--- src/rtl/fft_pkg.sv ---
// Shared definitions for the FFT datapath stages: lane count, butterfly FSM
// state encoding and default-width lane-array types.
package fft_pkg;

  localparam int NUM_LANES = 16;
  localparam int SAMPLE_W  = 9;

  typedef enum logic [0:0] {
    FILL    = 1'b0,
    COMPUTE = 1'b1
  } bfly_state_t;

  // Lane arrays at the datapath's default sample width and at one bit of growth,
  // shared with neighbouring stages that pass whole blocks around.
  typedef logic signed [SAMPLE_W-1:0] sample_t;
  typedef logic signed [SAMPLE_W:0]   bfly_sample_t;
  typedef sample_t      sample_lanes_t [0:NUM_LANES-1];
  typedef bfly_sample_t bfly_lanes_t   [0:NUM_LANES-1];

endpackage

--- src/rtl/fft_bfly_stage_if.sv ---
// Bus bundle of the butterfly stage: upstream block input, delay-line
// strobes/data/flags and the registered butterfly results.
interface fft_bfly_stage_if #(
  parameter int WIDTH        = 9,
  parameter int DELAY_LENGTH = 16
);
  import fft_pkg::*;

  localparam int IDX_W = $clog2(DELAY_LENGTH);

  logic                    in_valid;
  logic signed [WIDTH-1:0] in_real [0:NUM_LANES-1];
  logic signed [WIDTH-1:0] in_imag [0:NUM_LANES-1];

  logic                    sr_write;
  logic                    sr_read;
  logic signed [WIDTH-1:0] sr_real [0:NUM_LANES-1];
  logic signed [WIDTH-1:0] sr_imag [0:NUM_LANES-1];
  logic                    sr_full;
  logic                    sr_empty;

  logic                    out_valid;
  logic signed [WIDTH:0]   out_sum_real  [0:NUM_LANES-1];
  logic signed [WIDTH:0]   out_sum_imag  [0:NUM_LANES-1];
  logic signed [WIDTH:0]   out_diff_real [0:NUM_LANES-1];
  logic signed [WIDTH:0]   out_diff_imag [0:NUM_LANES-1];
  logic [IDX_W-1:0]        out_idx;
  logic                    frame_done;
  logic                    err;

  // The butterfly stage itself.
  modport slave (
    input  in_valid, in_real, in_imag, sr_real, sr_imag, sr_full, sr_empty,
    output sr_write, sr_read, out_valid, out_sum_real, out_sum_imag,
           out_diff_real, out_diff_imag, out_idx, frame_done, err
  );

  // Whoever feeds blocks in and hosts the delay line.
  modport master (
    output in_valid, in_real, in_imag, sr_real, sr_imag, sr_full, sr_empty,
    input  sr_write, sr_read, out_valid, out_sum_real, out_sum_imag,
           out_diff_real, out_diff_imag, out_idx, frame_done, err
  );

endinterface

--- src/rtl/bfly_lane.sv ---
// One complex butterfly lane: sign-extends delayed and current samples by one
// bit and registers their sum and difference under a load enable. The extra
// bit makes both results exact for any pair of WIDTH-bit inputs.
module bfly_lane #(
  parameter int WIDTH = 9
) (
  input  logic                    clk,
  input  logic                    rstn,
  input  logic                    ld,
  input  logic signed [WIDTH-1:0] dly_real,
  input  logic signed [WIDTH-1:0] dly_imag,
  input  logic signed [WIDTH-1:0] cur_real,
  input  logic signed [WIDTH-1:0] cur_imag,
  output logic signed [WIDTH:0]   sum_real,
  output logic signed [WIDTH:0]   sum_imag,
  output logic signed [WIDTH:0]   diff_real,
  output logic signed [WIDTH:0]   diff_imag
);

  logic signed [WIDTH:0] dr_s, di_s, cr_s, ci_s;
  logic signed [WIDTH:0] sum_real_r, sum_imag_r, diff_real_r, diff_imag_r;

  assign dr_s = {dly_real[WIDTH-1], dly_real};
  assign di_s = {dly_imag[WIDTH-1], dly_imag};
  assign cr_s = {cur_real[WIDTH-1], cur_real};
  assign ci_s = {cur_imag[WIDTH-1], cur_imag};

  // Result registers: load on an aligned pair, hold otherwise.
  always_ff @(posedge clk or negedge rstn) begin
    if (!rstn) begin
      sum_real_r  <= '0;
      sum_imag_r  <= '0;
      diff_real_r <= '0;
      diff_imag_r <= '0;
    end else if (ld) begin
      sum_real_r  <= dr_s + cr_s;
      sum_imag_r  <= di_s + ci_s;
      diff_real_r <= dr_s - cr_s;
      diff_imag_r <= di_s - ci_s;
    end
  end

  assign sum_real  = sum_real_r;
  assign sum_imag  = sum_imag_r;
  assign diff_real = diff_real_r;
  assign diff_imag = diff_imag_r;

endmodule

--- src/rtl/fft_bfly_stage.sv ---
// Radix-2 delay-feedback butterfly stage. The first half of every frame parks
// blocks in the external delay line; the second half reads them back in FIFO
// order and pairs each with the current block, delayed one cycle in cur_d so it
// lines up with the delay line's registered read data.
module fft_bfly_stage
  import fft_pkg::*;
#(
  parameter int WIDTH        = 9,
  parameter int DELAY_LENGTH = 16
) (
  input  logic                   clk,
  input  logic                   rstn,
  fft_bfly_stage_if.slave        bus
);

  localparam int               CNT_W    = $clog2(DELAY_LENGTH);
  localparam logic [CNT_W-1:0] LAST_IDX = CNT_W'(DELAY_LENGTH - 1);

  bfly_state_t             state_r;
  logic [CNT_W-1:0]        cnt_r;
  logic [CNT_W-1:0]        idx_d_r;
  logic [CNT_W-1:0]        out_idx_r;
  logic                    rd_d_r;
  logic                    chk_full_r;
  logic                    err_r;
  logic                    out_valid_r;
  logic                    frame_done_r;
  logic signed [WIDTH-1:0] cur_re_r [0:NUM_LANES-1];
  logic signed [WIDTH-1:0] cur_im_r [0:NUM_LANES-1];

  logic                    in_valid_s;
  logic                    last_s;
  logic                    sr_write_s;
  logic                    sr_read_s;
  logic signed [WIDTH:0]   sum_re_s  [0:NUM_LANES-1];
  logic signed [WIDTH:0]   sum_im_s  [0:NUM_LANES-1];
  logic signed [WIDTH:0]   diff_re_s [0:NUM_LANES-1];
  logic signed [WIDTH:0]   diff_im_s [0:NUM_LANES-1];

  // Gating with rstn keeps the delay-line strobes low while reset is held.
  assign in_valid_s = bus.in_valid & rstn;
  assign last_s     = (cnt_r == LAST_IDX);

  // Delay-line strobes: write while filling, read while computing.
  always_comb begin
    sr_write_s = 1'b0;
    sr_read_s  = 1'b0;
    case (state_r)
      FILL:    sr_write_s = in_valid_s;
      COMPUTE: sr_read_s  = in_valid_s;
      default: begin
        sr_write_s = 1'b0;
        sr_read_s  = 1'b0;
      end
    endcase
  end

  // Frame FSM, block counter and sticky protocol error.
  always_ff @(posedge clk or negedge rstn) begin
    if (!rstn) begin
      state_r    <= FILL;
      cnt_r      <= '0;
      chk_full_r <= 1'b0;
      err_r      <= 1'b0;
    end else begin
      chk_full_r <= 1'b0;
      // The delay line must report full right after the last parked block.
      if (chk_full_r && !bus.sr_full) begin
        err_r <= 1'b1;
      end
      case (state_r)
        FILL: begin
          if (in_valid_s) begin
            if (last_s) begin
              state_r    <= COMPUTE;
              cnt_r      <= '0;
              chk_full_r <= 1'b1;
            end else begin
              cnt_r <= cnt_r + CNT_W'(1);
            end
          end
        end
        COMPUTE: begin
          if (in_valid_s) begin
            if (bus.sr_empty) begin
              err_r <= 1'b1;
            end
            if (last_s) begin
              state_r <= FILL;
              cnt_r   <= '0;
            end else begin
              cnt_r <= cnt_r + CNT_W'(1);
            end
          end
        end
        default: begin
          state_r <= FILL;
          cnt_r   <= '0;
        end
      endcase
    end
  end

  // Alignment: hold the current block one cycle until the delayed block arrives.
  always_ff @(posedge clk or negedge rstn) begin
    if (!rstn) begin
      rd_d_r  <= 1'b0;
      idx_d_r <= '0;
      for (int i = 0; i < NUM_LANES; i++) begin
        cur_re_r[i] <= '0;
        cur_im_r[i] <= '0;
      end
    end else if (in_valid_s && (state_r == COMPUTE)) begin
      rd_d_r  <= 1'b1;
      idx_d_r <= cnt_r;
      for (int i = 0; i < NUM_LANES; i++) begin
        cur_re_r[i] <= bus.in_real[i];
        cur_im_r[i] <= bus.in_imag[i];
      end
    end else begin
      rd_d_r <= 1'b0;
    end
  end

  // Result side-band registers, aligned with the lane result registers.
  always_ff @(posedge clk or negedge rstn) begin
    if (!rstn) begin
      out_valid_r  <= 1'b0;
      out_idx_r    <= '0;
      frame_done_r <= 1'b0;
    end else begin
      out_valid_r  <= rd_d_r;
      out_idx_r    <= idx_d_r;
      frame_done_r <= rd_d_r && (idx_d_r == LAST_IDX);
    end
  end

  for (genvar g = 0; g < NUM_LANES; g++) begin : g_lane
    bfly_lane #(.WIDTH(WIDTH)) u_lane (
      .clk       (clk),
      .rstn      (rstn),
      .ld        (rd_d_r),
      .dly_real  (bus.sr_real[g]),
      .dly_imag  (bus.sr_imag[g]),
      .cur_real  (cur_re_r[g]),
      .cur_imag  (cur_im_r[g]),
      .sum_real  (sum_re_s[g]),
      .sum_imag  (sum_im_s[g]),
      .diff_real (diff_re_s[g]),
      .diff_imag (diff_im_s[g])
    );
  end

  assign bus.sr_write      = sr_write_s;
  assign bus.sr_read       = sr_read_s;
  assign bus.out_valid     = out_valid_r;
  assign bus.out_idx       = out_idx_r;
  assign bus.frame_done    = frame_done_r;
  assign bus.err           = err_r;
  assign bus.out_sum_real  = sum_re_s;
  assign bus.out_sum_imag  = sum_im_s;
  assign bus.out_diff_real = diff_re_s;
  assign bus.out_diff_imag = diff_im_s;

endmodule

--- src/flat_wrapper.sv ---
// flat-port wrapper written by rule: the top's interface ports become plain ports
module fft_bfly_stage_flat import fft_pkg::*;
#(
  parameter int WIDTH        = 9,
  parameter int DELAY_LENGTH = 16
)
  (clk, rstn, bus_in_valid, bus_in_real, bus_in_imag, bus_sr_real, bus_sr_imag, bus_sr_full, bus_sr_empty, bus_sr_write, bus_sr_read, bus_out_valid, bus_out_sum_real, bus_out_sum_imag, bus_out_diff_real, bus_out_diff_imag, bus_out_idx, bus_frame_done, bus_err);
  fft_bfly_stage_if #(.WIDTH(WIDTH), .DELAY_LENGTH(DELAY_LENGTH)) bus_i ();
  input  logic clk;
  input  logic rstn;
  input wire logic [$bits(bus_i.in_valid)-1:0] bus_in_valid;
  input wire logic [$bits(bus_i.in_real)-1:0] bus_in_real;
  input wire logic [$bits(bus_i.in_imag)-1:0] bus_in_imag;
  input wire logic [$bits(bus_i.sr_real)-1:0] bus_sr_real;
  input wire logic [$bits(bus_i.sr_imag)-1:0] bus_sr_imag;
  input wire logic [$bits(bus_i.sr_full)-1:0] bus_sr_full;
  input wire logic [$bits(bus_i.sr_empty)-1:0] bus_sr_empty;
  output wire logic [$bits(bus_i.sr_write)-1:0] bus_sr_write;
  output wire logic [$bits(bus_i.sr_read)-1:0] bus_sr_read;
  output wire logic [$bits(bus_i.out_valid)-1:0] bus_out_valid;
  output wire logic [$bits(bus_i.out_sum_real)-1:0] bus_out_sum_real;
  output wire logic [$bits(bus_i.out_sum_imag)-1:0] bus_out_sum_imag;
  output wire logic [$bits(bus_i.out_diff_real)-1:0] bus_out_diff_real;
  output wire logic [$bits(bus_i.out_diff_imag)-1:0] bus_out_diff_imag;
  output wire logic [$bits(bus_i.out_idx)-1:0] bus_out_idx;
  output wire logic [$bits(bus_i.frame_done)-1:0] bus_frame_done;
  output wire logic [$bits(bus_i.err)-1:0] bus_err;
  assign bus_i.in_valid = bus_in_valid;
  assign bus_i.in_real = {>>{bus_in_real}};
  assign bus_i.in_imag = {>>{bus_in_imag}};
  assign bus_i.sr_real = {>>{bus_sr_real}};
  assign bus_i.sr_imag = {>>{bus_sr_imag}};
  assign bus_i.sr_full = bus_sr_full;
  assign bus_i.sr_empty = bus_sr_empty;
  assign bus_sr_write = bus_i.sr_write;
  assign bus_sr_read = bus_i.sr_read;
  assign bus_out_valid = bus_i.out_valid;
  assign bus_out_sum_real = {>>{bus_i.out_sum_real}};
  assign bus_out_sum_imag = {>>{bus_i.out_sum_imag}};
  assign bus_out_diff_real = {>>{bus_i.out_diff_real}};
  assign bus_out_diff_imag = {>>{bus_i.out_diff_imag}};
  assign bus_out_idx = bus_i.out_idx;
  assign bus_frame_done = bus_i.frame_done;
  assign bus_err = bus_i.err;
  fft_bfly_stage #(.WIDTH(WIDTH), .DELAY_LENGTH(DELAY_LENGTH)) u_core (.clk(clk), .rstn(rstn), .bus(bus_i));
endmodule
--- config.mk ---
export PLATFORM = sky130hd
export DESIGN_NAME = fft_bfly_stage_flat
export DESIGN_NICKNAME = d
export VERILOG_FILES = /design/src/rtl/fft_pkg.sv /design/src/rtl/fft_bfly_stage_if.sv /design/src/rtl/bfly_lane.sv /design/src/rtl/fft_bfly_stage.sv /design/src/flat_wrapper.sv
export SDC_FILE = /design/constraint.sdc
export NUM_CORES = 2
export LEC_CHECK = 0
export CORE_AREA = 2 2 486 488
export DETAILED_ROUTE_END_ITERATION = 16
export DIE_AREA = 0 0 488 490
export GPL_ROUTABILITY_DRIVEN = 0
export PLACE_DENSITY = 0.57
export RECOVER_POWER = 25
export SLEW_MARGIN = 10
export SYNTH_ARGS = -nofsm -noshare
export SYNTH_HDL_FRONTEND = slang
export SYNTH_SLANG_ARGS = --single-unit
export TNS_END_PERCENT = 50
--- constraint.sdc ---
create_clock -name clk -period 3.75 [get_ports clk]
set_input_delay 0.5625 -clock clk [delete_from_list [all_inputs] [get_ports clk]]
set_output_delay 0.5625 -clock clk [all_outputs]
set_load 0.005 [all_outputs]
==> run_results.csv <==
group,metric,value,unit
sta,final.setup.tns,0,ns
run,drv_cap,2,
setup_path,crit_arrival,2.69,ns
cts,post-cts-setup-buffer-count,0,
cts,cts_max_level,3,
route,first_iter_violations,3103,
synthesis,async_reset_ff_share,100.0,%
floorplanning,start_util,24.75,%
global_route,antenna_found_initial,113,
route,wire_per_inst,22.67,um
placement,port_buffers,1229,
route,vias,50860,
route,ant_nets,0,
synthesis,ys.warnings.count,0,
floorplanning,die_w,488,um
setup_path,r2r-start,"u_core.rd_d_r$_DFF_PN0_",
sta,slew_violations,132,
cells_and_area,fillers,24000,
synthesis,avgSynthCellArea,9.178,um^2
synthesis,syn-cell-area,57930,um^2
synthesis,syn_nets,7534,
sta,fmax,0.3070,GHz
global_route,overflow,0,
synthesis,synth.top_cells.by_count,"dfrtp_1 (914), ha_1 (577), nand2_1 (575), inv_1 (573), o21ai_0 (515)",
synthesis,synth_flop_cell,"dfrtp_1",
global_route,grt_max_degree,160,
route,post-route-drc-count,0,
placement,place_hpwl,191400,um
sta,worstMarginPinSlew,1.669,ns
cts,clkTransAtPathRegs,0.06,ns
sta,hold_violations,0,
synthesis,synth.top_cell.area_share,39.48,%
synthesis,synthDistinctLibCells,69,
sta,rsz0062_at_grt,"no",
sta,finalCriticalPeriod,3.257,ns
route,dr.pass1.iters,6,
setup_path,rr_endpoint,"u_core.g_lane[13].u_lane.diff_real[9]$_DFFE_PN0P_",
synthesis,yosysTopAreaCell,"dfrtp_1",
power,p_leak,33.22,nW
power,finalPower,67.18,mW
synthesis,synth_most_common_cell,"dfrtp_1",
setup_path,required,3.19,ns
cts,cts_tree,"yes",
floorplanning,ios,1230,
synthesis,synth_area_leaders,"dfrtp_1 (39%), ha_1 (12%), o21ai_0 (4.4%)",
sta,finalSetupViolCount,0,
setup_path,reg2reg_depth,5,
floorplanning,core,234100,um^2
cts,cts_buffers,118,
sta,finalClockSkew,0.03915,ns
power,peakVddDrop,478.8,uV
outcome,violations,"capacitance limit, slew limit",
synthesis,synthCells,6312,
cts,clkSinkCount,914,
worst_hold_path,hold_path_class,"in2async",
synthesis,synth_edf_count,0,
cts,clock_path_buffers,3,
global_route,grt_usage,19.56,%
route,viasPerCell,4.764,
global_route,grt_pass1_wl,350000,um
synthesis,synth-seq-area-share,39.48,%
sta,fin_crit_sh,86.85,%
setup_path,critical_path_class,"in2out",
global_route,first_global_vias,51290,
power,power_density,865.2,nW/um^2
cts,ctsHoldBuffers,1,
route,wirelength,242100,um
cts,cts_resized,0,
setup_path,worstSetupStartpoint,"rstn",
setup_path,path_max_fanout,25,
floorplanning,num_rows,178,
floorplanning,dieHeight,490,um
setup_path,startpoint_type,"input port",
floorplanning,die-area,239100,um^2
cells_and_area,area_delta_synth_final,34.04,%
cts,clk_latency,0.78,ns
setup_path,critPathCaptureType,"primary output",
cells_and_area,layout.nets,8597,
sta,max_slew_margin,-11.27,%
setup_path,crit_path_end,"bus_sr_read",
outcome,outcome,"finished, violations left",
synthesis,synth_seq_cells,914,
cells_and_area,drive_gt1_share,5.752,%
setup_path,rrSetupSlack,0.71,ns
cts,cts-root-buf,"clkbuf_16",
==> cells in the final DEF (no fill, tap or decap), types with 116 or more instances in the layout <==
cell,count
clkbuf_16,121
nor2_1,503
o21ai_0,515
nand2_1,575
xnor2_1,222
o21bai_1,116
inv_1,573
mux2_2,117
ha_1,577
dfrtp_1,913
a21oi_1,458
clkdlybuf4s50_1,1227
nor3_1,143
==> per-stage QoR <==
step / hold WS (ns) / area (um^2) / utilization (%) / std cells / setup WS [ns]
after floorplan: 0.2669 / 57930 / - / 6312 / 1.394
after global placement: 0.3885 / 73230 / 31.29 / 10400 / 0.6898
after detailed placement: 0.3869 / 73230 / 31.29 / 10400 / 0.6977
after CTS: 0.2014 / 77630 / 33.16 / 10630 / 0.5693
after global routing: 0.2297 / 77570 / 33.14 / 10640 / 0.3407
final: 0.2907 / 77660 / 33.18 / 10680 / 0.4930
==> logic make-up after synthesis <==
logic type               after synthesis  synth area share, %
AND/OR/NAND/NOR                     1706                13.60
multiplexers                         124                2.412
adder cells (fa/ha/maj)              641                14.67
AO/OA/AOI/OAI                       1749                19.25
flip-flops                           914                39.48
buffers and inverters                909                6.518
XOR/XNOR                             269                4.067
==> cell type report <==
class                      instances  area, um^2  share of cell area [%]
antenna                           51       127.6                  0.1643
clock buffer                     165        3473                   4.473
clock inverter                    56       909.6                   1.171
inverter                         575        2173                   2.799
multi-input combinational       4489       31280                   40.28
sequential                       914       22880                   29.46
tap                             3150        3941                   5.075
timing repair buffer            1277       12870                   16.58
==> critical path: stages <==
cell and delay, ns:
dlygate4sd3_1 0.56, buf_8 0.31, nand3_1 0.28, inv_8 0.33, clkdlybuf4s50_1 0.58
==> power breakdown <==
part / switching (mW) / total (mW) / internal (mW)
Clock: 4.94 / 12.8 / 7.90
Combinational: 19.2 / 36.1 / 16.9
Sequential: 3.57 / 18.2 / 14.7
Total: 27.7 / 67.2 / 39.5
==> worst min path at each step <==
stage | end | start | slack (ns) | cells past startpoint
floorplan | u_core.bus.err$_DFF_PN0_ | rstn | 0.27 | 0
global placement | u_core.bus.out_idx[1]$_DFF_PN0_ | u_core.idx_d_r[1]$_DFFE_PN0P_ | 0.39 | 0
detailed placement | u_core.bus.out_idx[2]$_DFF_PN0_ | u_core.idx_d_r[2]$_DFFE_PN0P_ | 0.39 | 0
CTS | u_core.g_lane[3].u_lane.diff_real[6]$_DFFE_PN0P_ | rstn | 0.20 | 2
global route | u_core.g_lane[3].u_lane.diff_imag[6]$_DFFE_PN0P_ | rstn | 0.23 | 2
finish | u_core.g_lane[3].u_lane.diff_imag[6]$_DFFE_PN0P_ | rstn | 0.29 | 2
==> state kept, by name, indices dropped and copies added (netlist names) <==
signal / count
u_core.chk_full_r: 1
u_core.idx_d_r: 4
u_core.bus.frame_done: 1
u_core.g_lane.u_lane.diff_imag: 145
u_core.cnt_r: 4
u_core.rd_d_r: 1
u_core.bus.err: 1
u_core.g_lane.u_lane.sum_real: 160
u_core.cur_re_r: 144
u_core.g_lane.u_lane.sum_imag: 159
u_core.g_lane.u_lane.diff_real: 144
u_core.state_r: 1
u_core.bus.out_valid: 1
u_core.bus.out_idx: 4
u_core.cur_im_r: 144
==> per-layer routing <==
metal	track usage [%]	vias to the layer above	wire, um
met3	7.026	459	23120
met2	32.13	1794	110900
li1	-	23940	-
met4	8.940	76	12630
met5	0	-	486
met1	22.62	24590	94920
Note: power is estimated with default switching activity, not from simulation.
